$ cat config.mk
export PLATFORM = sky130hd
export DESIGN_NAME = reset_seq_gen
export DESIGN_NICKNAME = d
export VERILOG_FILES = /design/src/rtl/reset_seq_gen.sv
export SDC_FILE = /design/constraint.sdc
export NUM_CORES = 1
export LEC_CHECK = 0
export CAP_MARGIN = 20
export CORE_MARGIN = 3
export CORE_UTILIZATION = 49
export CTS_CLUSTER_SIZE = 10
export DETAILED_ROUTE_END_ITERATION = 8
export PLACE_DENSITY = 0.75
export SKIP_CTS_REPAIR_TIMING = 1
export SLEW_MARGIN = 20
export SYNTH_ARGS = -nofsm -noshare
export SYNTH_HDL_FRONTEND = slang
export SYNTH_SLANG_ARGS = --single-unit
$ cat constraint.sdc
create_clock -name dclk -period 1.83 [get_ports dclk]
set_input_delay 0.2745 -clock dclk [delete_from_list [all_inputs] [get_ports dclk]]
set_output_delay 0.2745 -clock dclk [all_outputs]
set_load 0.02 [all_outputs]
$ cat src/rtl/reset_seq_gen.sv
// Staged per-domain reset generator. On power-on it holds every domain in reset,
// then releases the domains in index order with a programmable gap between them.
// It also runs software-requested reset sequences on a masked subset of domains.
// scan_mode bypasses only the output mux; the sequencer keeps running underneath.
module reset_seq_gen #(
  parameter int NDOM       = 4,
  parameter int ASSERT_CYC = 16,
  parameter int GAP_W      = 8
) (
  input  logic              dclk,
  input  logic              arst_n,
  input  logic              scan_mode,
  input  logic              soft_rst_req,
  input  logic [NDOM-1:0]   soft_rst_mask,
  input  logic [GAP_W-1:0]  rel_gap,
  output logic [NDOM-1:0]   rst_out_n,
  output logic              busy,
  output logic              done
);

  localparam int CW = (ASSERT_CYC > 2) ? $clog2(ASSERT_CYC) : 1;
  localparam int IW = $clog2(NDOM);

  typedef enum logic [1:0] {IDLE, ASSERT, RELEASE, GAP} state_t;

  state_t            state_q, state_d;
  logic [CW-1:0]     cnt_q, cnt_d;
  logic [IW-1:0]     idx_q, idx_d;
  logic [GAP_W-1:0]  gap_q, gap_d;
  logic [NDOM-1:0]   mask_q, mask_d;
  logic [NDOM-1:0]   rst_q, rst_d;
  logic              busy_q, busy_d;
  logic              done_q, done_d;

  // Next-state and output logic for the reset sequencer.
  always_comb begin
    state_d = state_q;
    cnt_d   = cnt_q;
    idx_d   = idx_q;
    gap_d   = gap_q;
    mask_d  = mask_q;
    rst_d   = rst_q;
    busy_d  = busy_q;
    done_d  = 1'b0;
    unique case (state_q)
      IDLE: begin
        // An empty mask would be a sequence that resets nothing, so it is dropped.
        if (soft_rst_req && (soft_rst_mask != '0)) begin
          mask_d  = soft_rst_mask;
          rst_d   = rst_q & ~soft_rst_mask;
          cnt_d   = '0;
          idx_d   = '0;
          busy_d  = 1'b1;
          state_d = ASSERT;
        end
      end
      ASSERT: begin
        // The counter holds on the exit edge instead of wrapping.
        if (cnt_q == CW'(ASSERT_CYC - 1)) begin
          state_d = RELEASE;
        end else begin
          cnt_d = cnt_q + 1'b1;
        end
      end
      RELEASE: begin
        if (mask_q[idx_q]) rst_d[idx_q] = 1'b1;
        if (idx_q == IW'(NDOM - 1)) begin
          done_d  = 1'b1;
          busy_d  = 1'b0;
          state_d = IDLE;
        end else if (mask_q[idx_q] && (rel_gap != '0)) begin
          // rel_gap is sampled here, so changing it mid-sequence only affects later gaps.
          gap_d   = rel_gap;
          state_d = GAP;
        end else begin
          // Skipped domains cost one cycle and get no gap.
          idx_d = idx_q + 1'b1;
        end
      end
      GAP: begin
        if (gap_q == GAP_W'(1)) begin
          idx_d   = idx_q + 1'b1;
          state_d = RELEASE;
        end else begin
          gap_d = gap_q - 1'b1;
        end
      end
      default: state_d = IDLE;
    endcase
  end

  // State registers; arst_n forces the full power-on sequence.
  always_ff @(posedge dclk or negedge arst_n) begin
    if (!arst_n) begin
      state_q <= ASSERT;
      cnt_q   <= '0;
      idx_q   <= '0;
      gap_q   <= '0;
      mask_q  <= '1;
      rst_q   <= '0;
      busy_q  <= 1'b1;
      done_q  <= 1'b0;
    end else begin
      state_q <= state_d;
      cnt_q   <= cnt_d;
      idx_q   <= idx_d;
      gap_q   <= gap_d;
      mask_q  <= mask_d;
      rst_q   <= rst_d;
      busy_q  <= busy_d;
      done_q  <= done_d;
    end
  end

  // In scan mode the resets follow arst_n directly so the tester controls them.
  assign rst_out_n = scan_mode ? {NDOM{arst_n}} : rst_q;
  assign busy      = busy_q;
  assign done      = done_q;

endmodule

==> run_results.csv <==
group,metric,value,unit
routing,drt_iter0_markers,92,
timing,post-route-period-util,0.9744,
yosys,synth_simple_gate_area_share,0.1562,
worst_setup_path,worst_ep_required_time,2.06,ns
global_route,number_of_global_route_vias_before_repair,1459,
routing,via_count,1467,
timing,finalMaxSlewViolations,0,
routing,topRoutingLayerUsed,"met4",
yosys,synth-async-reset-ratio,1.000,
power_and_ir_drop,power_leakage,0.9259,nW
routing,drt_pass1_iterations,4,
layout,drive_above_1_share,0.2400,
outcome,status,"complete, no violations",
global_route,grt_max_degree,27,
placed_design,dp_slack,-0.1820,ns
timing,grt_setup_unrepaired,"no",
min_path,hp-class,"in -> async",
yosys,syn_avg_cell_area,10.00,sq um
clocking,clk_transition_reported_paths,0.15,ns
yosys,post_synth_inst_count,157,
die,row_count,19,
worst_setup_path,slowest_delay,0.50,ns
yosys,synth-warning-count,0,
worst_setup_path,cp.buffers_inverters,0,
power_and_ir_drop,max-vdd-ir-drop,0.6790,mV
die,coreArea,2900,sq um
worst_setup_path,timing.critical_path.arrival,2.01,ns
global_route,grt_first_pass_wirelength,6844,um
global_route,gr-total-overflow,0,
yosys,synth_top_flop_cell,"sky130_fd_sc_hd__dfrtp_1",
timing,setup_slack_after_layout,0.04677,ns
timing,headroom_to_the_max_slew_limit,0.6903,
routing,remaining_drc_errors,0,
power_and_ir_drop,finalPower,2.173,mW
placed_design,placement.io_buffers,21,
layout,layout.cells.most_common,"sky130_fd_sc_hd__buf_4",
layout,postLayoutCellArea,2052,sq um
die,starting_density,0.5414,
placed_design,placed_cell_area,1984,sq um
yosys,post_synth_xor_area_fraction,0.01673,
yosys,count_of_state_elements_after_synthesis,26,
layout,most-common-layout-cells,"sky130_fd_sc_hd__buf_4 (21), sky130_fd_sc_hd__dfrtp_1 (19), sky130_fd_sc_hd__clkdlybuf4s50_1 (17)",
routing,ant_nets,0,
worst_setup_path,path_delay_family,"compound AO/OA/AOI/OAI gates",
layout,design.final.nets,224,
layout,syn2layout_area_growth,30.68,%
clocking,clockRootBuffer,"sky130_fd_sc_hd__clkbuf_4",
routing,wirelength,4026,um
timing,fmaxAchievable,560.8,MHz
routing,detail_route.wirelength.met1,1794,um
die,chipWidth,62.61,um
yosys,ys_types,50,
global_route,grtUsageTotal,0.2151,
worst_setup_path,cp_slowest_cell,"sky130_fd_sc_hd__dfrtp_2",
clocking,numCtsBuffers,3,
timing,worstMarginPinSlew,0.4611,ns
worst_setup_path,timing.critical_path.from_type,"register",
clocking,insertion_delay,0.32,ns
timing,period_needed,1.783,ns
global_route,antenna_found_initial,0,
placed_design,gpl.final_weighted_congestion,0.8640,
timing,hold_ws,0.3431,ns
layout,antennaDiodeCount,0,
routing,met3_wirelength,213,um
die,fp.dieH,62.61,um
yosys,synth-adder-area-share,0.05578,
worst_setup_path,endpoint_kind,"register",
clocking,clk_path_buf_depth,2,
clocking,tritoncts_clock_tree,"yes",
routing,avgViaCountPerCell,6.062,
worst_setup_path,critical_path.cell_chain,"mux2_4, a22o_4, a221o_1, a32o_1",
power_and_ir_drop,power_density,1059,nW/um^2
clocking,h-tree-depth,1,
yosys,synth_top_family_by_area,"compound AO/OA/AOI/OAI gates",
timing,worst_clock_skew,0.009007,ns
yosys,synth_area,1570,sq um
die,die_area,3920,sq um
flow_run,maxCapViolations,0,
yosys,postSynthNetCount,180,
routing,drt-wirelength-per-cell,16.64,um
worst_setup_path,crit_fanout,6,
layout,final_core_utilization,0.7075,
die,io-pin-count,22,
worst_setup_path,ff2ff_setup_slack,0.05,ns
yosys,synth_compound_gate_area_share,0.2558,
routing,routed-wl-met2,1960,um
clocking,cts_num_sinks,26,
timing,finalHoldViolCount,0,
worst_setup_path,type_of_the_setup_path_with_the_least_slack,"reg -> reg",
placed_design,post_dp_hpwl,3074,um
yosys,synth.yosys.seq_area_share,0.4191,
yosys,synth_edf_count,0,
timing,setup_viol,0,
yosys,synthMuxAreaShare,0.05578,
[through the flow]
stage | setup TNS, ns | instances
after floorplan | 0 | 157
after global placement | -1.562 | 237
after detailed placement | -2.191 | 237
after CTS | -0.8320 | 241
after global routing | 0 | 242
final | 0 | 242
[cell usage after synthesis, drive strengths merged, types with 2 or more instances]
cell type | instances | area [sq um]
o41ai | 2 | 17.52
mux2i | 2 | 20.02
o211ai | 2 | 15.01
o211a | 2 | 20.02
ha | 7 | 87.58
a2bb2oi | 2 | 17.52
nand3b | 2 | 15.01
nand2 | 8 | 30.03
mux2 | 6 | 67.56
nor4 | 3 | 18.77
buf | 4 | 18.76
a21oi | 12 | 60.06
inv | 11 | 41.29
xor2 | 2 | 17.52
a21bo | 2 | 20.02
dfrtp | 20 | 500.5
or4 | 3 | 22.52
or3 | 2 | 12.51
and3 | 2 | 12.51
a32o | 4 | 40.04
dfstp | 6 | 157.7
nand3 | 4 | 20.02
nand4 | 5 | 31.28
nor3 | 3 | 15.01
o21ai | 10 | 57.56
nor2 | 9 | 33.78
o221a | 2 | 22.52
[worst reg2reg max path, delay by kind of cell, from the launching register on]
family	cells	cell delay [ns]
compound gates	3	0.85
flops	1	0.50
mux	1	0.35
[flip-flops by register name, indices dropped and copies added (netlist names)]
register	count
done	1
mask_q	4
rst_q	4
idx_q	2
gap_q	8
state_q	2
cnt_q	4
busy	1
[cells by family after synthesis]
group / Yosys count
fa+ha+maj: 7
mux: 8
compound gates: 52
simple gates: 45
flops: 26
buf+inv: 16
xor+xnor: 3
[cell type report]
type,count,area [sq um]
clock buffers,4,36.28
inverters,12,45.04
fillers,241,848.3
multi-input cells,115,860.8
repair buffers,43,397.9
flip-flops and latches,26,659.4
well taps,42,52.55
[worst paths after layout]
path                               start         end  depth (start not counted)
worst min-delay path              arst_n    gap_q[7]                          2
min in group dclk                   busy        busy                          1
worst max register to register  idx_q[1]    idx_q[1]                          4
worst max-delay path            idx_q[1]    idx_q[1]                          4
max in group asynchronous         arst_n  state_q[0]                          2
worst min register to register      busy        busy                          1
[routing by layer]
metal	vias up	global-route usage
met1	715	0.2859
met2	50	0.3555
met5	-	0
met3	7	0.02878
li1	695	-
met4	0	0.07989
[report_power, final]
group	leakage (nW)	total, mW	internal, mW	switching [mW]
sequential	0.315	0.955	0.795	0.160
combinational	0.590	0.923	0.489	0.433
clock	0.0210	0.296	0.122	0.174
No activity file was read; power rests on OpenSTA's default activity.
